[src/rtl/i2s_pkg.sv]
// Shared constants and state type for the MSB-justified I2S capture path.
package i2s_pkg;

  localparam int FRAME_BITS      = 256;
  localparam int SLOT_BITS       = 32;
  localparam int HALF_FRAME_BITS = FRAME_BITS / 2;
  localparam int BIT_W           = $clog2(FRAME_BITS);

  typedef enum logic {RX_HUNT, RX_RECEIVE} i2s_rx_state_t;

  // lrclk is high for the first half of the frame and low for the second half
  function automatic logic expected_lrclk(input logic [BIT_W-1:0] bit_idx);
    return 32'(bit_idx) < HALF_FRAME_BITS;
  endfunction

endpackage

[src/rtl/sync_edge_detector.sv]
// Two-flop synchroniser with a registered rising-edge pulse (one clk wide).
module sync_edge_detector (
  input  logic clk,
  input  logic rst_n,
  input  logic async_in,
  output logic rise
);

  logic [1:0] sync_reg;
  logic       prev_reg;
  logic       rise_reg;

  always_ff @(posedge clk or negedge rst_n) begin
    if (!rst_n) begin
      sync_reg <= 2'b00;
      prev_reg <= 1'b0;
      rise_reg <= 1'b0;
    end else begin
      sync_reg <= {sync_reg[0], async_in};
      prev_reg <= sync_reg[1];
      rise_reg <= sync_reg[1] & ~prev_reg;
    end
  end

  assign rise = rise_reg;

endmodule

[src/rtl/i2s_msb_receiver.sv]
// MSB-justified I2S frame capture into a circular bit-serial RAM buffer.
// Optional error counter port err_count_o is built when I2S_RX_ERR_CNT_EN is defined.
module i2s_msb_receiver
  import i2s_pkg::*;
#(
  parameter int CIRC_BUF_BITS = 3,
  parameter int LOCK_FRAMES   = 2
) (
  input  logic                       clk_x4_i,
  input  logic                       rst_ni,
  input  logic                       i2s_bclk_i,
  input  logic                       i2s_lrclk_i,
  input  logic                       i2s_data_i,
  output logic [CIRC_BUF_BITS+7:0]   ram_write_addr_o,
  output logic                       ram_write_data_o,
  output logic                       ram_wr_en_o,
  output logic [CIRC_BUF_BITS-1:0]   last_good_frame_idx_o,
  output logic                       frame_strobe_o,
  output logic                       i2s_locked_o
`ifdef I2S_RX_ERR_CNT_EN
  ,
  output logic [7:0]                 err_count_o
`endif
);

  localparam logic [BIT_W-1:0] LAST_BIT     = BIT_W'(FRAME_BITS - 1);
  localparam logic [3:0]       LOCK_CNT     = 4'(LOCK_FRAMES);
  localparam logic [3:0]       LOCK_CNT_M1  = 4'(LOCK_FRAMES - 1);

  logic bclk_rise;

  sync_edge_detector u_bclk_sync (
    .clk      (clk_x4_i),
    .rst_n    (rst_ni),
    .async_in (i2s_bclk_i),
    .rise     (bclk_rise)
  );

  // Third stage keeps lrclk/data aligned with the registered bclk edge pulse
  logic [1:0] raw_in;
  logic [1:0] aligned;
  assign raw_in = {i2s_data_i, i2s_lrclk_i};

  genvar gi;
  generate
    for (gi = 0; gi < 2; gi++) begin : g_sync
      logic [2:0] chain_reg;
      always_ff @(posedge clk_x4_i or negedge rst_ni) begin
        if (!rst_ni) chain_reg <= 3'b000;
        else         chain_reg <= {chain_reg[1:0], raw_in[gi]};
      end
      assign aligned[gi] = chain_reg[2];
    end
  endgenerate

  logic lrclk_smp;
  logic data_smp;
  assign lrclk_smp = aligned[0];
  assign data_smp  = aligned[1];

  i2s_rx_state_t              state_reg;
  logic [BIT_W-1:0]           bit_cnt_reg;
  logic [CIRC_BUF_BITS-1:0]   wr_frame_reg;
  logic [3:0]                 good_cnt_reg;
  logic                       prev_lrclk_reg;
  logic [CIRC_BUF_BITS+7:0]   addr_reg;
  logic                       data_reg;
  logic                       wr_en_reg;
  logic [CIRC_BUF_BITS-1:0]   last_good_reg;
  logic                       strobe_reg;
  logic                       locked_reg;
  logic [7:0]                 err_cnt_reg;

  always_ff @(posedge clk_x4_i or negedge rst_ni) begin
    if (!rst_ni) begin
      state_reg      <= RX_HUNT;
      bit_cnt_reg    <= '0;
      wr_frame_reg   <= '0;
      good_cnt_reg   <= '0;
      prev_lrclk_reg <= 1'b0;
      addr_reg       <= '0;
      data_reg       <= 1'b0;
      wr_en_reg      <= 1'b0;
      last_good_reg  <= '0;
      strobe_reg     <= 1'b0;
      locked_reg     <= 1'b0;
      err_cnt_reg    <= '0;
    end else begin
      wr_en_reg  <= 1'b0;
      strobe_reg <= 1'b0;
      if (bclk_rise) begin
        prev_lrclk_reg <= lrclk_smp;
        case (state_reg)
          RX_HUNT: begin
            if (lrclk_smp && !prev_lrclk_reg) begin
              addr_reg    <= {wr_frame_reg, BIT_W'(0)};
              data_reg    <= data_smp;
              wr_en_reg   <= 1'b1;
              bit_cnt_reg <= BIT_W'(1);
              state_reg   <= RX_RECEIVE;
            end
          end
          RX_RECEIVE: begin
            if (lrclk_smp == expected_lrclk(bit_cnt_reg)) begin
              addr_reg    <= {wr_frame_reg, bit_cnt_reg};
              data_reg    <= data_smp;
              wr_en_reg   <= 1'b1;
              bit_cnt_reg <= bit_cnt_reg + 1'b1;
              if (bit_cnt_reg == LAST_BIT) begin
                last_good_reg <= wr_frame_reg;
                strobe_reg    <= 1'b1;
                wr_frame_reg  <= wr_frame_reg + 1'b1;
                if (good_cnt_reg != LOCK_CNT) begin
                  good_cnt_reg <= good_cnt_reg + 1'b1;
                  if (good_cnt_reg == LOCK_CNT_M1) locked_reg <= 1'b1;
                end
              end
            end else begin
              // Partial frame stays in its slot and is overwritten by the next attempt
              state_reg    <= RX_HUNT;
              locked_reg   <= 1'b0;
              good_cnt_reg <= '0;
              if (err_cnt_reg != 8'hFF) err_cnt_reg <= err_cnt_reg + 1'b1;
            end
          end
          default: state_reg <= RX_HUNT;
        endcase
      end
    end
  end

  assign ram_write_addr_o      = addr_reg;
  assign ram_write_data_o      = data_reg;
  assign ram_wr_en_o           = wr_en_reg;
  assign last_good_frame_idx_o = last_good_reg;
  assign frame_strobe_o        = strobe_reg;
  assign i2s_locked_o          = locked_reg;

`ifdef I2S_RX_ERR_CNT_EN
  assign err_count_o = err_cnt_reg;
`else
  logic unused_err;
  assign unused_err = ^err_cnt_reg;
`endif

endmodule

[config.mk]
export PLATFORM = sky130hd
export DESIGN_NAME = i2s_msb_receiver
export DESIGN_NICKNAME = d
export VERILOG_FILES = /design/src/rtl/i2s_pkg.sv /design/src/rtl/sync_edge_detector.sv /design/src/rtl/i2s_msb_receiver.sv
export SDC_FILE = /design/constraint.sdc
export NUM_CORES = 1
export LEC_CHECK = 0
export BUFFER_PORTS_ARGS = -buffer_cell sky130_fd_sc_hd__buf_2
export CAP_MARGIN = 40
export CORE_ASPECT_RATIO = 0.7
export CORE_MARGIN = 2
export CORE_UTILIZATION = 50
export CTS_CLUSTER_SIZE = 20
export DETAILED_ROUTE_END_ITERATION = 6
export GPL_TIMING_DRIVEN = 1
export PLACE_DENSITY = 0.79
export SLEW_MARGIN = 10
export SYNTH_ARGS = -nofsm -noshare
export SYNTH_HDL_FRONTEND = slang
export SYNTH_HIERARCHICAL = 1
export SYNTH_SLANG_ARGS = --single-unit
[constraint.sdc]
create_clock -name clk_x4_i -period 1.9 [get_ports clk_x4_i]
set_input_delay 0.38 -clock clk_x4_i [delete_from_list [all_inputs] [get_ports clk_x4_i]]
set_output_delay 0.38 -clock clk_x4_i [all_outputs]
set_load 0.005 [all_outputs]
==> flow_summary.yaml <==
synth:
  synth_edf_count: 0
  synth.most_common_cell: "dfrtp_1"
  synth_warnings: 6
  synthFlopType: "dfrtp_1"
  yosys-top-cells-count: "dfrtp_1 (45), nand2_1 (25), o21ai_0 (12)"
  syn_avg_cell_area_um2: 11.5
  syn-cell-area_mm2: 0.00191
  synth.distinct_cells: 37
  yosysTopAreaCell: "dfrtp_1"
  syn_inst: 165
  ys_ff_latch: 45
  synth_area_leaders: "dfrtp_1 (59%), mux2_2 (5.9%), nand2_1 (4.9%), ha_1 (3.3%), o21ai_0 (3.2%)"
  async_flop_share: 1.00
  seq_area_frac_synth: 0.591
  synth_fp_nets: 175
  synth_top_area_share: 0.591
routing:
  wirelength_mm: 3.37
  ant_nets: 0
  dr.pass1.iters: 4
  dr_total_vias: 1320
  wl_per_cell_um: 13.5
  drc: 0
  routed_via_density: 5.28
  drt_iter0_drc: 97
sta:
  skew_ns: 0.0103
  setup_viol: 0
  finalSetupTns_ns: 0
  maxSlewHeadroom: 0.634
  tightestPinTransition_ns: 0.549
  rsz0062_at_grt: "false"
  period_share: 0.938
  max_freq_mhz: 561
  hold_viol: 0
  period_minus_slack_ns: 1.78
  drv_slew: 0
layout:
  multi_input_area_um2: 727
  drive_gt1_frac: 0.330
  num-fill-cells: 287
  nets: 209
  area_delta_synth_final_pct: 17.9
  design_area_mm2: 0.00225
  regArea_mm2: 0.00113
  finish.utilization: 0.627
  diodes: 0
  largest_register_ffs: 11
power:
  ir_drop_v: 0.000510
  p_leak_uw: 0.00110
  power_density_mw_per_mm2: 964
clock_network:
  clk-insertion-delay-late_ns: 0.30
  post_cts_buffers: 0
  clock-sinks: 45
  root_buffer: "clkbuf_8"
  cts_buffer_depth: 2
  htreeDepth: 2
  clkSlewWorstSetupHoldPaths_ns: 0.09
  cts_buffers: 5
  cts_tree: "built"
placed_design:
  portBuffers: 22
  dpl_cell_area_mm2: 0.00214
  hpwlAfterDp_mm: 2.36
  gp_congestion: 0.858
worst_setup_path:
  worst_ep_arrival_time_ns: 1.97
  crit_path_end_kind: "flip-flop"
  reg2reg_slack_ns: 0.12
  reg2regPathDepth: 5
  start_kind: "flip-flop"
  critPathKind: "flip-flop to flip-flop"
  cp_max_fo: 18
  cp_data_required_time_ns: 2.08
die:
  num_rows: 18
  core_area_mm2: 0.00358
  initial_utilization: 0.532
  die_h_um: 55.7
  ios: 23
  dieWidth_um: 77.8
  dieArea_mm2: 0.00433
grt:
  grt_util_all_layers: 0.169
  first_global_vias: 1262
  grt_max_degree: 46
  grt_pass1_wl_mm: 5.64
  antenna_found_initial: 0
  grt_overflow: 0
job:
  cap_violations: 0
min_path:
  hold_path.class: "primary input to async pin"
status:
  status: "finished, final reports clean"
==> cells in the final DEF, fill, tap and decap left out, types with 3 or more instances in the layout <==
master / n
a21oi_1: 4
buf_2: 22
buf_4: 14
clkbuf_8: 5
dfrtp_1: 43
ha_1: 5
inv_1: 5
mux2_2: 10
nand2_1: 25
nand3_1: 10
nor2_1: 3
o21ai_0: 12
o221ai_1: 3
o31ai_1: 3
or3_1: 3
==> layer usage <==
layer	routed length, µm	vias up	share of wire	GRT usage
met5	0	-	0	0
met3	133	9	0.039	0.0503
met1	1620	634	0.48	0.223
met2	1540	28	0.46	0.259
met4	79	0	0.023	0.0791
li1	-	649	-	-
==> power breakdown <==
| group | leakage, µW | internal [µW] | switching, µW |
|---|---|---|---|
| Sequential | 0.000571 | 1070 | 76.3 |
| Clock | 0.0000447 | 265 | 336 |
| Combinational | 0.000480 | 205 | 215 |
| Total | 0.00110 | 1540 | 628 |
==> cells by family after synthesis <==
kind of cell	Yosys count	synth area share
AOI/OAI and AO/OA	29	0.0965
DFF	45	0.591
and+or+nand+nor	57	0.163
xor gates and xnor gates	4	0.0184
adders and majority gates	5	0.0328
muxes	11	0.0643
buffers and inverters	14	0.0341
==> layout make-up <==
type / count / share of cell area
Clock buffer: 5 / 0.0306
Tap cell: 50 / 0.0279
Sequential cell: 45 / 0.503
Multi-Input combinational cell: 106 / 0.324
Timing Repair Buffer: 36 / 0.0958
Clock inverter: 3 / 0.0111
Inverter: 5 / 0.00836
==> worst max-delay path, stage by stage (launching register included) <==
cell	delay, ns
dfrtp_2	0.46
mux2i_2	0.17
o211ai_1	0.42
buf_4	0.29
nor3_2	0.06
a211o_2	0.26
==> repair_timing <==
item,CTS,global route
hold buffers,0,0
resized for setup,0,5
endpoints found under the setup margin,0,13
==> per-stage QoR <==
step,worst slack (ns),cells,total power (µW),hold WS [ns]
after floorplan,0.0660,165,1380,0.0844
after global placement,0.0908,242,1560,0.332
after detailed placement,0.0398,242,1580,0.338
after CTS,0.0146,250,2180,0.157
after global routing,0.00664,250,2290,0.168
final,0.118,250,2160,0.130
==> final timing paths <==
check	end	start
worst max register to register	bit_cnt_reg[2]$_DFFE_PN0P_	state_reg$_DFFE_PN0P_
min in group clk_x4_i	g_sync[0].chain_reg[0]$_DFF_PN0_	i2s_lrclk_i
max in group asynchronous	state_reg$_DFFE_PN0P_	rst_ni
worst min register to register	g_sync[0].chain_reg[2]$_DFF_PN0_	g_sync[0].chain_reg[1]$_DFF_PN0_
worst min-delay path	last_good_frame_idx_o[2]$_DFFE_PN0P_	rst_ni
worst max-delay path	bit_cnt_reg[2]$_DFFE_PN0P_	state_reg$_DFFE_PN0P_
(Power assumes the default switching activity.)
